===== src/rtl/cms_ctrl_responder.sv =====
// CMS control responder: register file, trace-trigger FSM, address-range flag, cycle counter.
// Latency: writes visible next cycle, reads 1 cycle, triggers 1 cycle; no backpressure, every read is answered.
module cms_ctrl_responder #(
    parameter int          XLEN            = 64,
    parameter int          CTRL_ADDR_WIDTH = 8,
    parameter int          CTRL_DATA_WIDTH = 64,
    parameter logic [31:0] WFI_INSTRUCTION = 32'h10500073
) (
    input  logic                       clk,
    input  logic                       rst_n,
    input  logic [CTRL_ADDR_WIDTH-1:0] ctrl_addr,
    input  logic [CTRL_DATA_WIDTH-1:0] ctrl_wdata,
    input  logic                       ctrl_write_enable,
    input  logic                       ctrl_rd_en,
    output logic [CTRL_DATA_WIDTH-1:0] ctrl_rdata,
    output logic                       ctrl_rvalid,
    input  logic [XLEN-1:0]            pc,
    input  logic [31:0]                instr,
    input  logic                       instr_valid,
    output logic                       trace_active,
    output logic                       wfi_stopped,
    output logic                       addr_in_range,
    output logic [63:0]                clk_counter
);

    localparam int CNT_W = 64;

    localparam logic [CTRL_ADDR_WIDTH-1:0] ADDR_START_EN   = CTRL_ADDR_WIDTH'(0);
    localparam logic [CTRL_ADDR_WIDTH-1:0] ADDR_END_EN     = CTRL_ADDR_WIDTH'(1);
    localparam logic [CTRL_ADDR_WIDTH-1:0] ADDR_START_ADDR = CTRL_ADDR_WIDTH'(2);
    localparam logic [CTRL_ADDR_WIDTH-1:0] ADDR_END_ADDR   = CTRL_ADDR_WIDTH'(3);
    localparam logic [CTRL_ADDR_WIDTH-1:0] ADDR_LO_EN      = CTRL_ADDR_WIDTH'(4);
    localparam logic [CTRL_ADDR_WIDTH-1:0] ADDR_HI_EN      = CTRL_ADDR_WIDTH'(5);
    localparam logic [CTRL_ADDR_WIDTH-1:0] ADDR_LO_BOUND   = CTRL_ADDR_WIDTH'(6);
    localparam logic [CTRL_ADDR_WIDTH-1:0] ADDR_HI_BOUND   = CTRL_ADDR_WIDTH'(7);
    localparam logic [CTRL_ADDR_WIDTH-1:0] ADDR_WFI        = CTRL_ADDR_WIDTH'(8);
    localparam logic [CTRL_ADDR_WIDTH-1:0] ADDR_CLK_CNT    = CTRL_ADDR_WIDTH'(9);
    localparam logic [CTRL_ADDR_WIDTH-1:0] ADDR_LAST_TS    = CTRL_ADDR_WIDTH'(10);

    typedef struct packed {
        logic            start_en;
        logic            end_en;
        logic            lo_en;
        logic            hi_en;
        logic [XLEN-1:0] start_addr;
        logic [XLEN-1:0] end_addr;
        logic [XLEN-1:0] lo_bound;
        logic [XLEN-1:0] hi_bound;
    } cfg_t;

    typedef enum logic [1:0] {
        TRACE_OFF = 2'd0,
        TRACE_ON  = 2'd1,
        WFI_HALT  = 2'd2
    } trace_state_t;

    cfg_t                       r_cfg;
    trace_state_t               r_state;
    trace_state_t               w_state_nxt;
    logic                       r_trace_active;
    logic                       r_wfi_stopped;
    logic                       r_in_range;
    logic [CNT_W-1:0]           r_clk_counter;
    logic [CNT_W-1:0]           r_last_ts;
    logic [CTRL_DATA_WIDTH-1:0] r_rdata;
    logic                       r_rvalid;

    logic                       w_wr_mapped;
    logic                       w_wr_start_en;
    logic                       w_wr_clk_cnt;
    logic                       w_wfi_release;
    logic                       w_is_wfi;
    logic                       w_start_hit;
    logic                       w_end_hit;
    logic                       w_lo_ok;
    logic                       w_hi_ok;
    logic [CTRL_DATA_WIDTH-1:0] w_rd_mux;

    assign w_wr_mapped   = ctrl_write_enable && (ctrl_addr <= ADDR_LAST_TS);
    assign w_wr_start_en = ctrl_write_enable && (ctrl_addr == ADDR_START_EN);
    assign w_wr_clk_cnt  = ctrl_write_enable && (ctrl_addr == ADDR_CLK_CNT);
    assign w_wfi_release = ctrl_write_enable && (ctrl_addr == ADDR_WFI) && !ctrl_wdata[0];
    assign w_is_wfi      = instr_valid && (instr == WFI_INSTRUCTION);

    // Triggers compare against the pre-write configuration of this cycle.
    assign w_start_hit = instr_valid && r_cfg.start_en && (pc == r_cfg.start_addr);
    assign w_end_hit   = instr_valid && r_cfg.end_en   && (pc == r_cfg.end_addr);
    assign w_lo_ok     = !r_cfg.lo_en || (pc >= r_cfg.lo_bound);
    assign w_hi_ok     = !r_cfg.hi_en || (pc <= r_cfg.hi_bound);

    always_ff @(posedge clk or negedge rst_n) begin
        if (!rst_n) begin
            r_state <= TRACE_ON;
        end else begin
            r_state <= w_state_nxt;
        end
    end

    // Priority: WFI detect, then control write, then end trigger, then start trigger.
    always_comb begin
        w_state_nxt = r_state;
        if (w_is_wfi) begin
            w_state_nxt = WFI_HALT;
        end else begin
            case (r_state)
                WFI_HALT: begin
                    if (w_wfi_release) begin
                        w_state_nxt = r_cfg.start_en ? TRACE_OFF : TRACE_ON;
                    end
                end
                TRACE_ON: begin
                    if (w_wr_start_en) begin
                        w_state_nxt = ctrl_wdata[0] ? TRACE_OFF : TRACE_ON;
                    end else if (w_end_hit) begin
                        w_state_nxt = TRACE_OFF;
                    end
                end
                TRACE_OFF: begin
                    if (w_wr_start_en) begin
                        w_state_nxt = ctrl_wdata[0] ? TRACE_OFF : TRACE_ON;
                    end else if (w_start_hit) begin
                        w_state_nxt = TRACE_ON;
                    end
                end
                default: w_state_nxt = TRACE_ON;
            endcase
        end
    end

    always_ff @(posedge clk or negedge rst_n) begin
        if (!rst_n) begin
            r_trace_active <= 1'b1;
            r_wfi_stopped  <= 1'b0;
        end else begin
            r_trace_active <= (w_state_nxt == TRACE_ON);
            r_wfi_stopped  <= (w_state_nxt == WFI_HALT);
        end
    end

    always_ff @(posedge clk or negedge rst_n) begin
        if (!rst_n) begin
            r_cfg <= '0;
        end else if (ctrl_write_enable) begin
            case (ctrl_addr)
                ADDR_START_EN:   r_cfg.start_en   <= ctrl_wdata[0];
                ADDR_END_EN:     r_cfg.end_en     <= ctrl_wdata[0];
                ADDR_START_ADDR: r_cfg.start_addr <= XLEN'(ctrl_wdata);
                ADDR_END_ADDR:   r_cfg.end_addr   <= XLEN'(ctrl_wdata);
                ADDR_LO_EN:      r_cfg.lo_en      <= ctrl_wdata[0];
                ADDR_HI_EN:      r_cfg.hi_en      <= ctrl_wdata[0];
                ADDR_LO_BOUND:   r_cfg.lo_bound   <= XLEN'(ctrl_wdata);
                ADDR_HI_BOUND:   r_cfg.hi_bound   <= XLEN'(ctrl_wdata);
                default: ;
            endcase
        end
    end

    always_ff @(posedge clk or negedge rst_n) begin
        if (!rst_n) begin
            r_clk_counter <= '0;
            r_last_ts     <= '0;
        end else begin
            if (w_wr_clk_cnt) begin
                r_clk_counter <= CNT_W'(ctrl_wdata);
            end else begin
                r_clk_counter <= r_clk_counter + CNT_W'(1);
            end
            if (w_wr_mapped) begin
                r_last_ts <= r_clk_counter;
            end
        end
    end

    always_ff @(posedge clk or negedge rst_n) begin
        if (!rst_n) begin
            r_in_range <= 1'b0;
        end else if (instr_valid) begin
            r_in_range <= w_lo_ok && w_hi_ok;
        end
    end

    always_comb begin
        w_rd_mux = '0;
        case (ctrl_addr)
            ADDR_START_EN:   w_rd_mux = CTRL_DATA_WIDTH'(r_cfg.start_en);
            ADDR_END_EN:     w_rd_mux = CTRL_DATA_WIDTH'(r_cfg.end_en);
            ADDR_START_ADDR: w_rd_mux = CTRL_DATA_WIDTH'(r_cfg.start_addr);
            ADDR_END_ADDR:   w_rd_mux = CTRL_DATA_WIDTH'(r_cfg.end_addr);
            ADDR_LO_EN:      w_rd_mux = CTRL_DATA_WIDTH'(r_cfg.lo_en);
            ADDR_HI_EN:      w_rd_mux = CTRL_DATA_WIDTH'(r_cfg.hi_en);
            ADDR_LO_BOUND:   w_rd_mux = CTRL_DATA_WIDTH'(r_cfg.lo_bound);
            ADDR_HI_BOUND:   w_rd_mux = CTRL_DATA_WIDTH'(r_cfg.hi_bound);
            ADDR_WFI:        w_rd_mux = CTRL_DATA_WIDTH'(r_wfi_stopped);
            ADDR_CLK_CNT:    w_rd_mux = CTRL_DATA_WIDTH'(r_clk_counter);
            ADDR_LAST_TS:    w_rd_mux = CTRL_DATA_WIDTH'(r_last_ts);
            default:         w_rd_mux = '0;
        endcase
    end

    always_ff @(posedge clk or negedge rst_n) begin
        if (!rst_n) begin
            r_rdata  <= '0;
            r_rvalid <= 1'b0;
        end else begin
            r_rvalid <= ctrl_rd_en;
            if (ctrl_rd_en) begin
                r_rdata <= w_rd_mux;
            end
        end
    end

    assign ctrl_rdata    = r_rdata;
    assign ctrl_rvalid   = r_rvalid;
    assign trace_active  = r_trace_active;
    assign wfi_stopped   = r_wfi_stopped;
    assign addr_in_range = r_in_range;
    assign clk_counter   = r_clk_counter;

endmodule


===== config.mk =====
export PLATFORM = sky130hd
export DESIGN_NAME = cms_ctrl_responder
export DESIGN_NICKNAME = d
export VERILOG_FILES = /design/src/rtl/cms_ctrl_responder.sv
export SDC_FILE = /design/constraint.sdc
export NUM_CORES = 1
export LEC_CHECK = 0
export CAP_MARGIN = 30
export CORE_ASPECT_RATIO = 0.8
export CORE_UTILIZATION = 44
export DETAILED_ROUTE_END_ITERATION = 8
export GPL_TIMING_DRIVEN = 0
export MAX_ROUTING_LAYER = met4
export PLACE_DENSITY = 0.65
export SKIP_CTS_REPAIR_TIMING = 1
export SLEW_MARGIN = 0
export SYNTH_ARGS = -nofsm -noshare
export SYNTH_HDL_FRONTEND = slang
export SYNTH_SLANG_ARGS = --single-unit

===== constraint.sdc =====
create_clock -name clk -period 2.9 [get_ports clk]
set_input_delay 0.87 -clock clk [delete_from_list [all_inputs] [get_ports clk]]
set_output_delay 0.87 -clock clk [all_outputs]
set_load 0.1 [all_outputs]

==> results.md <==
* Fin. max-slew vios at 0
* Final core utilization at 0.5702
* Hold Fails Final Rpt at 0
* Post-synthesis cell type count at 64
* Worst setup SP type: input port
* Placer Congestion at 1.011
* Final setup violation count at 2
* Seq cells post-synth at 458
* Vias at 21.94k
* Adder-cell share of the synthesized area at 0.06469
* Syn Nets at 2,689
* Fmax achieved at 342.5 MHz
* Avg Cell Area, Syn at 10.45 sq um
* Global routing usage on met3 at 0.07528
* Synth Flop Type: dfrtp_1
* Final #Nets at 3,068
* Status: complete, but fails checks
* Core region area at 0.05559 sq mm
* Worst Clk Skew at 0.01710 ns
* Initial Util at 0.4488
* Final cell count without fillers at 3,553
* Mapped cell area at 0.02495 sq mm
* Most used routing layer: met2
* Depth of the CTS H-tree at 2
* Setup TNS at -0.03173 ns
* CP required at 3.38 ns
* R2R Setup Slk at -0.01 ns
* Crit path capture type: flip-flop
* Number of global-route vias before repair at 21.25k
* Largest net degree at the start of global routing at 108
* Worst Max-Slew Pin Slew at 0.9974 ns
* CTS clk-pin slew, worst paths at 0.06 ns
* Post-DP HPWL at 74,300 um
* Hold Crit Class: in -> async
* Worst-skew pair later-pin latency at 0.61 ns
* Max_cap viols at 0
* CTS sink cnt at 458
* Grt ovf at 0
* Site Rows at 77
* Clock Tree Root: clkbuf_16
* Chip width at 268.2 um
* First-pass GRT wire length at 142,800 um
* Crit path launch: pc[19]
* Failing checks: negative setup slack
* WP data arrival at 3.40 ns
* Post-route DRC violation count at 0
* TritonRoute pass-1 iters at 6
* Worst Path Max Fanout at 5
* Power density over the cells at 582.8 mW/mm^2
* Total Power at 18.47 mW
* Min Clock Period, post-route at 2.919 ns
* GR Util All Layers at 0.3485
* Synthesized instance count at 2,387
* TritonCTS clock tree: built
* Die Area at 0.05766 sq mm
* Via density at 6.174
* Num CTS Buffers at 50
* Number of placed I/O pins at 305
* Worst R2R Start: clk_counter[6]
* Slew margin rel. at 0.3340
* Hold_ws at 0.2137 ns
* Fin crit share at 1.007
* Post-synthesis simple-gate area fraction at 0.1040
* Area fraction in compound gates after synthesis at 0.1296
* Fraction of final layout cells sized beyond drive strength 1 at 0.1767
* Grt met2 use at 0.4980
* Initial DRC count at 2,564
* Area Overhead vs Synth at 27.06%
* Critical path type: in -> reg
* # placed instances at 3,447
* XOR/XNOR share of the synthesized area at 0.06003
* Routed wire length at 98,890 um
* Die Height at 215.0 um
* Port Buffers at 300
* Antenna violations before repair at 3
* Mux contribution to synthesized area at 0.1402
* Setup slack after layout at -0.01935 ns
* Drt wl/cell at 27.83 um
* Clock Tree Buf Depth at 3
* Seq/Total Area, Yosys at 0.4595
* Antenna-violating nets left at 0
* Largest family of logic cells by synthesized area: multiplexers
* Maximum vdd drop at 0.3846 mV
* EDFF count, synth at 0
* Ys async rst share at 1.000
* Yosys warns at 0
* Pleak at 15.19 nW
* Met1 global-route usage at 0.4920
## worst paths after layout
kind,end,cells after the start
min in group clk,r_last_ts[14],2
setup reg to reg,clk_counter[44],9
hold / removal,r_cfg[148],1
max in group asynchronous,clk_counter[43],3
hold reg to reg,r_last_ts[14],2
setup / recovery,addr_in_range,9
## state kept, by name, summed over array words and instances, names as in the netlist
name           cells
r_cfg            260
clk_counter       64
ctrl_rdata        64
r_last_ts         64
r_state            2
addr_in_range      1
ctrl_rvalid        1
trace_active       1
wfi_stopped        1
## placed cells by master (no fill, tap or decap), drive strengths merged, types with 67 or more instances in the layout
cell,count
o21ai,151
dlymetal6s2s,178
nor2,98
ha,129
xnor2,100
o22ai,67
inv,152
nand2,193
xor2,71
dfrtp,456
a22oi,128
clkdlybuf4s50,121
clkbuf,184
mux2,252
## cell type report
class | instances | area, sq um
clock buffers | 81 | 1539
flip-flops and latches | 458 | 11510
plain buffers | 121 | 609.3
inverters | 151 | 566.8
multi-input cells | 1655 | 12660
clock inverters | 6 | 58.81
diodes | 2 | 5.005
fillers | 4808 | 23890
well taps | 750 | 938.4
repair buffers | 329 | 3817
## critical path, stage by stage
cell and delay, ns:
dlymetal6s2s_1 0.39, ha_1 0.33, a21oi_1 0.16, o21ai_0 0.10, a221o_1 0.43, a2111oi_4 0.46
o21ai_2 0.17, nor4b_2 0.21, o31a_1 0.27
## power by group
| part | internal (mW) | total (mW) | switching (mW) | leakage (nW) |
|---|---|---|---|---|
| combinational | 1.42 | 4.41 | 2.99 | 8.81 |
| clock | 3.69 | 6.42 | 2.73 | 0.788 |
| sequential | 7.01 | 7.65 | 0.634 | 5.60 |
| total | 12.1 | 18.5 | 6.36 | 15.2 |
## metal layers
metal	up-vias	part of all wire
met5	-	0
met4	0	0.034
met3	180	0.10
met2	1210	0.43
met1	11170	0.43
li1	9375	-
## Yosys cell counts (12+ instances only)
library cell,instances,area [sq um]
a21oi_1,51,255.2
a22oi_1,128,960.9
a31oi_1,66,412.9
buf_1,12,45.04
clkbuf_1,105,394.1
dfrtp_1,456,11410
ha_1,129,1614
inv_1,151,566.8
mux2_2,252,2838
mux2i_1,66,660.6
nand2_1,193,724.4
nand2b_1,12,75.07
nand3_1,54,270.3
nand4_1,59,369.1
nor2_1,98,367.9
nor3_1,18,90.09
nor4_1,26,162.7
o21ai_0,145,725.7
o22ai_1,67,419.2
xnor2_1,100,875.8
xor2_1,71,621.9
## through the flow
step / area (sq um) / setup WS (ns)
finish: 31700 / -0.01935
global route: 31700 / -0.04534
CTS: 30730 / -1.117
detailed placement: 29130 / -1.751
global placement: 28930 / -21.34
floorplan: 24990 / -0.0002016
## logic make-up after synthesis
family,after synthesis
compound gates,513
flops,458
mux,318
fa+ha+maj,129
buf+inv,274
xor+xnor,171
simple gates,524
(Power assumes the default switching activity.)
